`config.mk`:
```
export PLATFORM = sky130hd
export DESIGN_NAME = sar_search
export DESIGN_NICKNAME = d
export VERILOG_FILES = /design/src/rtl/sar_search_pkg.sv /design/src/rtl/sar_search.sv
export SDC_FILE = /design/constraint.sdc
export NUM_CORES = 1
export LEC_CHECK = 0
export ABC_AREA = 1
export CORE_MARGIN = 2
export CORE_UTILIZATION = 41
export DETAILED_ROUTE_END_ITERATION = 12
export PLACE_DENSITY = 0.72
export SYNTH_ARGS = -nofsm -noshare
export SYNTH_HDL_FRONTEND = slang
export SYNTH_SLANG_ARGS = --single-unit
```
`constraint.sdc`:
```
create_clock -name clk -period 3.73 [get_ports clk]
set_input_delay 0.746 -clock clk [delete_from_list [all_inputs] [get_ports clk]]
set_output_delay 0.746 -clock clk [all_outputs]
set_load 0.02 [all_outputs]
```
`src/rtl/sar_search_pkg.sv`:
```
// Shared types and constants for the successive-approximation search controller.
// Comparator result encoding is one-hot: eq, guess>target, guess<target.
package sar_search_pkg;

   typedef enum logic [1:0] {
      IDLE = 2'd0,
      TRY  = 2'd1,
      DONE = 2'd2
   } state_t;

   localparam logic [2:0] CMP_EQ = 3'b001;
   localparam logic [2:0] CMP_GT = 3'b010;
   localparam logic [2:0] CMP_LT = 3'b100;

endpackage

```
`src/rtl/sar_search.sv`:
```
// MSB-first binary search against an external combinational comparator.
// One trial bit per clock, early exit on equality, err on inconsistent answers.
module sar_search
   import sar_search_pkg::*;
#(
   parameter int WIDTH = 4
) (
   input  logic             clk,
   input  logic             rst_n,
   input  logic             start,
   input  logic [2:0]       cmp,
   output logic [WIDTH-1:0] guess,
   output logic             busy,
   output logic             done,
   output logic [WIDTH-1:0] result,
   output logic             found,
   output logic             err
);

   localparam int KW = $clog2(WIDTH);
   localparam logic [WIDTH-1:0] ONE = WIDTH'(1);

   state_t           state_q,  state_d;
   logic [WIDTH-1:0] guess_q,  guess_d;
   logic [KW-1:0]    k_q,      k_d;
   logic             busy_q,   busy_d;
   logic             done_q,   done_d;
   logic [WIDTH-1:0] result_q, result_d;
   logic             found_q,  found_d;
   logic             err_q,    err_d;

   logic [WIDTH-1:0] bit_k_s;
   logic [WIDTH-1:0] bit_km1_s;
   logic [KW-1:0]    k_m1_s;

   assign k_m1_s    = k_q - KW'(1);
   assign bit_k_s   = ONE << k_q;
   assign bit_km1_s = ONE << k_m1_s;

   // Next-state and output computation for the search FSM.
   always_comb begin
      state_d  = state_q;
      guess_d  = guess_q;
      k_d      = k_q;
      busy_d   = busy_q;
      done_d   = 1'b0;
      result_d = result_q;
      found_d  = found_q;
      err_d    = err_q;
      case (state_q)
         IDLE: begin
            if (start) begin
               guess_d  = ONE << (WIDTH - 1);
               k_d      = KW'(WIDTH - 1);
               busy_d   = 1'b1;
               found_d  = 1'b0;
               err_d    = 1'b0;
               result_d = '0;
               state_d  = TRY;
            end else begin
               state_d  = IDLE;
            end
         end
         TRY: begin
            case (cmp)
               CMP_EQ: begin
                  result_d = guess_q;
                  found_d  = 1'b1;
                  busy_d   = 1'b0;
                  done_d   = 1'b1;
                  state_d  = DONE;
               end
               CMP_GT: begin
                  if (k_q != '0) begin
                     guess_d = (guess_q & ~bit_k_s) | bit_km1_s;
                     k_d     = k_m1_s;
                  end else begin
                     // Target 0 is never probed; a gt on the last bit implies it.
                     result_d = guess_q & ~ONE;
                     found_d  = 1'b1;
                     busy_d   = 1'b0;
                     done_d   = 1'b1;
                     state_d  = DONE;
                  end
               end
               CMP_LT: begin
                  if (k_q != '0) begin
                     guess_d = guess_q | bit_km1_s;
                     k_d     = k_m1_s;
                  end else begin
                     result_d = guess_q;
                     err_d    = 1'b1;
                     busy_d   = 1'b0;
                     done_d   = 1'b1;
                     state_d  = DONE;
                  end
               end
               default: begin
                  result_d = guess_q;
                  err_d    = 1'b1;
                  busy_d   = 1'b0;
                  done_d   = 1'b1;
                  state_d  = DONE;
               end
            endcase
         end
         DONE: begin
            state_d = IDLE;
         end
         default: begin
            state_d = IDLE;
         end
      endcase
   end

   // State and registered outputs.
   always_ff @(posedge clk or negedge rst_n) begin
      if (!rst_n) begin
         state_q  <= IDLE;
         guess_q  <= '0;
         k_q      <= '0;
         busy_q   <= 1'b0;
         done_q   <= 1'b0;
         result_q <= '0;
         found_q  <= 1'b0;
         err_q    <= 1'b0;
      end else begin
         state_q  <= state_d;
         guess_q  <= guess_d;
         k_q      <= k_d;
         busy_q   <= busy_d;
         done_q   <= done_d;
         result_q <= result_d;
         found_q  <= found_d;
         err_q    <= err_d;
      end
   end

   assign guess  = guess_q;
   assign busy   = busy_q;
   assign done   = done_q;
   assign result = result_q;
   assign found  = found_q;
   assign err    = err_q;

endmodule

```
==> impl_metrics.yaml <==
placed_design:
  placed_cells: 164
  place_area_sq_um: 1120
  dp_hpwl_um: 1380
  gp_congestion: 0.867
  io_buffers: 17
finish:
  layout_commonest_cell: "nand2_1"
  layout_common_cells: "nand2_1, clkdlybuf4s50_1, dfrtp_1"
  stdcell_count: 168
  fin_nets: 154
  drive_above_1_share_pct: 10.7
  diodes: 0
  area_delta_synth_final_pct: 24.9
  fillers: 201
  final_area_sq_um: 1150
worst_setup_path:
  r2r_end: "guess[1]"
  required_ps: 2980
  cp_max_fo: 4
  reg2regPathDepth: 7
  endpoint: "guess[3]"
  critPathLaunch: "guess[3]"
  max_stage_delay_ps: 630
  start_kind: "register"
  crit_type: "register to output pin"
  r2r-start: "k_q[0]"
  crit_arrival_ps: 1320
  cp_slowest_cell: "clkdlybuf4s50_1"
  cp.depth: 1
  critPathCaptureType: "output pin"
  worstPathCellList: "clkdlybuf4s50_1"
  rrSetupSlack_ps: 2180
  path_delay_family: "buffers and inverters"
  crit_buf_inv: 1
logic_synthesis:
  synthSimpleGateAreaFrac_pct: 36.4
  syn_area_per_cell_sq_um: 7.71
  synthAdderAreaFrac_pct: 9.47
  synth_fp_nets: 133
  synth_seq_cells: 16
  synth_compound_area_share_pct: 2.30
  syn_area_sq_um: 925
  synth_top_family_by_area: "simple AND/OR/NAND/NOR gates"
  synthMuxAreaShare_pct: 0
  synthCells: 120
  ys_seq_area_share_pct: 43.3
  yosys_warnings: 0
  synth_xor_area_share_pct: 0
  synth.distinct_cells: 15
cts:
  ctsHoldBuffers: 0
  cts_tree: "yes"
  cts.repair.resized: 0
  root_buffer: "clkbuf_4"
  clkTransAtPathRegs_ps: 90
  numCtsBuffers: 3
  cts_setup_buffers: 0
  h-tree-depth: 1
  cts_buffer_depth: 2
  clk-insertion-delay-late_ps: 280
  clock_sinks: 16
sta:
  finalCritPeriodShare_pct: 55.5
  clock_skew_ps: 2.08
  slew_violations: 0
  rsz0062_at_grt: "false"
  worstMarginPinSlew_ps: 708
  max_freq_ghz: 0.483
  setup_tns_ps: 0
  setup_violations: 0
  hold_viol_final: 0
  slew_headroom_pct: 52.7
  period_minus_slack_ps: 2070
power:
  swShare_pct: 42.8
  p_int_uw: 458
  pwr-share-seq_pct: 36.8
  peakVddDrop_mv: 0.273
  cellPowerDensity_nw_per_um2: 694
  switchingPower_uw: 343
  leakagePower_nw: 0.637
  p_clk_share_pct: 14.2
  comb_power_share_pct: 49.0
  total_power_uw: 801
floorplan:
  die_h_um: 51.5
  die_area_sq_um: 2650
  pin_count: 18
  core_area_sq_um: 2170
  fp-row-count: 17
  die_x_um: 51.5
  start_util_pct: 42.6
global_routing:
  grt_pass1_vias: 663
  grt_pass1_wl_um: 2900
  grt_max_degree: 17
  met2_usage_pct: 22.6
  grt.total_usage_pct: 14.6
  gr-total-overflow: 0
  use_met3_pct: 1.72
  grt_busiest_layer: "met2"
  use_met1_pct: 20.6
  antenna_found_initial: 0
routing:
  drt_iter0_markers: 21
  ant_nets: 0
  detail_route.wl_per_cell_um: 10.6
  routed_wl_um: 1780
  firstDrtPassIters: 4
  vias: 774
  routed_via_density: 4.61
  drc: 0
min_path:
  worstHoldPathType: "register to register"
status:
  status: "completed"
flow_run:
  maxCapViolations: 0
==> flip-flops by register name, summed over array words and instances (netlist names) <==
signal / cells
err: 1
state_q: 2
done: 1
busy: 1
found: 1
result: 4
guess: 4
k_q: 2
==> worst min-delay path by stage <==
stage	depth (start not counted)	start	end	slack (ps)
2_1_floorplan	0	rst_n	busy	450
3_3_place_gp	2	result[0]	result[0]	450
3_5_place_dp	2	result[2]	result[2]	460
4_1_cts	2	result[2]	result[2]	480
5_1_grt	2	busy	busy	500
6_report	2	busy	busy	480
==> cells in the mapped netlist (all sizes together) <==
| cell type | n | area share, % |
|---|---|---|
| a21oi | 1 | 0.54 |
| buf | 1 | 1.2 |
| dfrtp | 16 | 43 |
| ha | 7 | 9.5 |
| inv | 18 | 7.3 |
| nand2 | 52 | 24 |
| nand3 | 12 | 6.5 |
| nand3b | 1 | 0.81 |
| nand4 | 2 | 1.4 |
| nor2 | 9 | 4.2 |
| o21ai | 1 | 1.8 |
==> power groups by stage <==
stage | registers (mW) | clock network (mW) | logic (mW)
2_1_floorplan | 0.338 | 0 | 0.207
3_3_place_gp | 0.294 | 0 | 0.391
3_5_place_dp | 0.298 | 0 | 0.394
4_1_cts | 0.295 | 0.116 | 0.397
5_1_grt | 0.304 | 0.123 | 0.441
6_report | 0.295 | 0.114 | 0.393
==> logic make-up after synthesis <==
group           count (synthesis)
fa+ha+maj                       7
flops                          16
simple gates                   76
buf+inv                        19
compound gates                  2
==> metal layers <==
metal	vias up	routed length (um)	share of wire, %
met1	347	859	48
met3	4	68	3.8
met5	-	0	0
li1	405	-	-
met2	18	826	46
met4	0	24	1.3
==> final cells by class <==
class                      instances  area [sq um]  share of cell area (%)
clock buffer                       4          36.3                    3.14
inverter                          18          67.6                    5.85
multi-input combinational         85           445                    38.6
sequential                        16           400                    34.7
tap                               28          35.0                    3.03
timing repair buffer              17           170                    14.7
==> stage by stage <==
stage	worst slack, ps	hold WS [ps]	utilization, %
finish	1660	478	53.2
detailed placement	1580	459	51.6
floorplan	2310	450	-
CTS	1650	482	53.2
global route	1610	496	53.2
global placement	1650	454	51.6
No activity file was read; power rests on OpenSTA's default activity.
==> RTL change 1: new RTL, same flow settings <==
The 3 states of `state_t` get a one-hot encoding in 3 bits.
--- a/src/rtl/sar_search_pkg.sv
+++ b/src/rtl/sar_search_pkg.sv
@@ -2,10 +2,10 @@
 // Comparator result encoding is one-hot: eq, guess>target, guess<target.
 package sar_search_pkg;
 
-   typedef enum logic [1:0] {
-      IDLE = 2'd0,
-      TRY  = 2'd1,
-      DONE = 2'd2
+   typedef enum logic [2:0] {
+      IDLE = 3'b001,
+      TRY  = 3'b010,
+      DONE = 3'b100
    } state_t;
 
    localparam logic [2:0] CMP_EQ = 3'b001;
Check against the original RTL: same outputs for any inputs over 10 cycles, from zero or initial values and one cycle with rst_n low; not proved beyond that.
==> RTL change 1 against the original RTL <==
  * Via count down 5.7%
  * Worst setup slack worse by 12 ps
  * Highest routed layer unchanged
  * Final cell count down 7.7%
  * Synthesized area down 1.6%
  * Final area down 2.1%
  * Critical path type unchanged
  * Combinational power down 35%
  * Routed wire length down 2.5%
  * Critical path depth unchanged
  * Sequential cell count up 1
  * Fmax down 0.56%
  * Power down 22%
  * Non-clock buffer count unchanged
  * Synthesized cell count down 11%
  * First-iteration DRC count down 62%
==> RTL change 1: results (changes against the original RTL) <==
metric	value	unit	change
grt_use_met1	0.188		was 0.206
peakVddDrop	0.000239	V	was 0.000273 V
switchingPower	0.251	mW	was 0.343 mW
status	complete, no violations		unchanged
crit_path_start	guess[2]		was guess[3]
synth.distinct_cells	19		was 15
reg2reg_slack	2160	ps	was 2180 ps
syn-num-nets	120		was 133
grt.met2_usage	0.253		was 0.226
grt_usage	0.153		was 0.146
swShare	0.403		was 0.428
met3_usage	0.0292		was 0.0172
wl_met1	803	um	was 859 um
insertion_delay	300	ps	was 280 ps
hold_ws	484	ps	was 478 ps
min_from	err		was busy
synth_top_cells_by_area	dfrtp_1, nand2_1, ha_1, inv_1, nand3_1		was dfrtp_1, nand2_1, ha_1, nand3_1, inv_1
drt-initial-drc-count	8		was 21
gp_congestion	0.788		was 0.867
max_slew_margin	0.510		was 0.527
clk_pin_slew	110	ps	was 90 ps
ys_seq_area_frac	0.469		was 0.433
grt_pass1_wl	2950	um	was 2900 um
clock_skew	3.30	ps	was 2.08 ps
met3_length	73	um	was 68 um
cp-endpoint	guess[2]		was guess[3]
grt_pass1_vias	696		was 663
wl_met2	815	um	was 826 um
layout-drive-gt1-share	0.142		was 0.107
nets	141		was 154
clockPowerShare	0.168		was 0.142
fill_cells	193		was 201
p_leak	0.582	nW	was 0.637 nW
holdPathEnd	err		was busy
synth_cells	107		was 120
grt_max_degree	18		was 17
wl	1730	um	was 1780 um
r2r_end	guess[3]		was guess[1]
via_per_inst	4.71		was 4.61
[RTL change 1: cell types whose count changed in the layout (fill, tap and decap cells not counted), moves of 2 or more]
cell / change
a21oi_1: +3
nand3_2: +2
inv_1: -2
nand3_1: -4
nand4_1: -2
o21ai_1: +5
nand2_1: -15
[RTL change 1: area by class of cell]
class,count,area share
tap,28,0.0310
clock inverter,1,0.00442
multi-input combinational,73,0.364
timing repair buffer,17,0.150
sequential,17,0.377
clock buffer,3,0.0199
inverter,16,0.0531
[RTL change 1: cell families (layout without fill, tap and decap cells)]
logic type               after synthesis  in the layout  synth area share
AND/OR/NAND/NOR                       55             55             0.289
buffers and inverters                 17             37            0.0784
AO/OA/AOI/OAI                         11             11            0.0674
flip-flops                            17             17             0.469
adder cells (fa/ha/maj)                7              7            0.0963
[RTL change 1: stage by stage]
stage                     setup WS (ps)   util
after floorplan                    2310      -
after global placement             1600  0.514
after detailed placement           1570  0.514
after CTS                          1640  0.527
after global routing               1600  0.527
final                              1650  0.527
==> RTL change 2: new RTL, same flow settings <==
Without the edit above. Change the parameter `WIDTH` from 4 to 8.
--- a/src/rtl/sar_search.sv
+++ b/src/rtl/sar_search.sv
@@ -3,7 +3,7 @@
 module sar_search
    import sar_search_pkg::*;
 #(
-   parameter int WIDTH = 4
+   parameter int WIDTH = 8
 ) (
    input  logic             clk,
    input  logic             rst_n,
Ports: changed (resized guess and result); port bits go from 18 to 26. The function was not compared with the original's and may differ.
==> RTL change 2 against the original RTL <==
  * Core utilization down 1.9 points
  * Final area is 48% higher
  * Power increased by 49%
  * Clock skew is 1.4 ps lower
  * Synthesized area rose by 54%
  * Sequential power is 44% higher
  * Critical endpoint is now guess[7]
  * Routed wire length is 65% higher
  * Critical path type unchanged
  * Die area is 50% higher
  * Highest routed layer unchanged
  * Sequential cell count up 9
  * Worst setup slack worse by 50 ps
==> RTL change 2: results (changes against the original RTL) <==
metric	value	unit	change
slowest_stage	clkdlybuf4s50_1		unchanged
grt_pass1_wl	5490	um	was 2900 um
wire_per_inst	11.5	um	was 10.6 um
synth_top_cells_by_area	dfrtp_1, nand2_1, nand3_1, ha_1, inv_1		was dfrtp_1, nand2_1, ha_1, nand3_1, inv_1
ys_async_sr_fraction	1.00		unchanged
clk_pin_slew	130	ps	was 90 ps
grt_usage	0.171		was 0.146
insertion_delay	320	ps	was 280 ps
syn-num-nets	199		was 133
synthTopCellsByCount	nand2_1, nand3_1, dfrtp_1		was nand2_1, dfrtp_1, inv_1
dp_cells	251		was 164
first_pass_iters	4		unchanged
status	complete, no violations		unchanged
grt_max_degree	26		was 17
num_antenna_cells	0		unchanged
max_slew_margin	0.263		was 0.527
via_count	1203		was 774
cts_made_buffers	3		unchanged
ctsHtreeMaxLevel	1		unchanged
min_path_type	register to register		unchanged
p_leak	0.878	nW	was 0.637 nW
cts_resized	0		unchanged
layout-drive-gt1-share	0.0861		was 0.107
reg2reg_slack	1930	ps	was 2180 ps
post_cts_buffers	0		unchanged
clock_skew	0.656	ps	was 2.08 ps
peakVddDrop	0.000334	V	was 0.000273 V
portBuffers	25		was 17
ys_seq_area_frac	0.439		was 0.433
synth.distinct_cells	22		was 15
dp_hpwl	2190	um	was 1380 um
critical-path-top-delay-family	buffers and inverters		unchanged
nets	222		was 154
drt-initial-drc-count	62		was 21
synth_cells	187		was 120
arrival	1370	ps	was 1320 ps
gp_congestion	0.818		was 0.867
wl	2930	um	was 1780 um
## RTL change 2: where the power goes
part           internal [mW]  leakage [nW]  switching (mW)
logic                  0.236         0.533           0.414
registers              0.356         0.331          0.0690
clock network         0.0410        0.0139          0.0808
total                  0.633         0.878           0.564
## RTL change 2: cell families (layout without fill, tap and decap cells)
kind of cell	Yosys count	after routing	synth area share
buffers and inverters	27	49	0.0886
and+or+nand+nor	122	122	0.388
DFF	25	25	0.439
adders and majority gates	6	6	0.0526
AOI/OAI and AO/OA	7	7	0.0325
## RTL change 2: cell type report
type,count,area [um^2]
fillers,347,1620
multi-input cells,135,674
flip-flops and latches,25,626
repair buffers,25,250
inverters,20,75.1
well taps,46,57.6
clock buffers,3,22.5
clock inverters,1,7.51
## RTL change 2: stage by stage
step	util	worst slack [ps]	hold slack (ps)	power [mW]	area (um^2)
floorplan	-	2160	450	0.900	1430
global placement	0.504	1500	463	1.07	1680
detailed placement	0.504	1460	466	1.08	1680
CTS	0.513	1590	500	1.21	1710
global route	0.513	1550	540	1.31	1710
finish	0.513	1610	496	1.20	1710
## RTL change 2: worst paths after layout
path                        endpoint      start  cells after the start
max                         guess[7]   guess[7]                      1
min                        result[5]  result[5]                      2
max reg2reg                result[7]     k_q[0]                      9
min reg2reg                result[5]  result[5]                      2
max in group asynchronous     k_q[1]      rst_n                      1
min in group asynchronous       busy      rst_n                      1
## RTL change 2: routing by layer
metal | GRT usage | vias to the layer above | share of wire
li1 | - | 640 | -
met1 | 0.239 | 539 | 0.50
met2 | 0.273 | 22 | 0.46
met3 | 0.0378 | 2 | 0.033
met4 | 0.0306 | 0 | 0.0058
met5 | 0 | - | 0
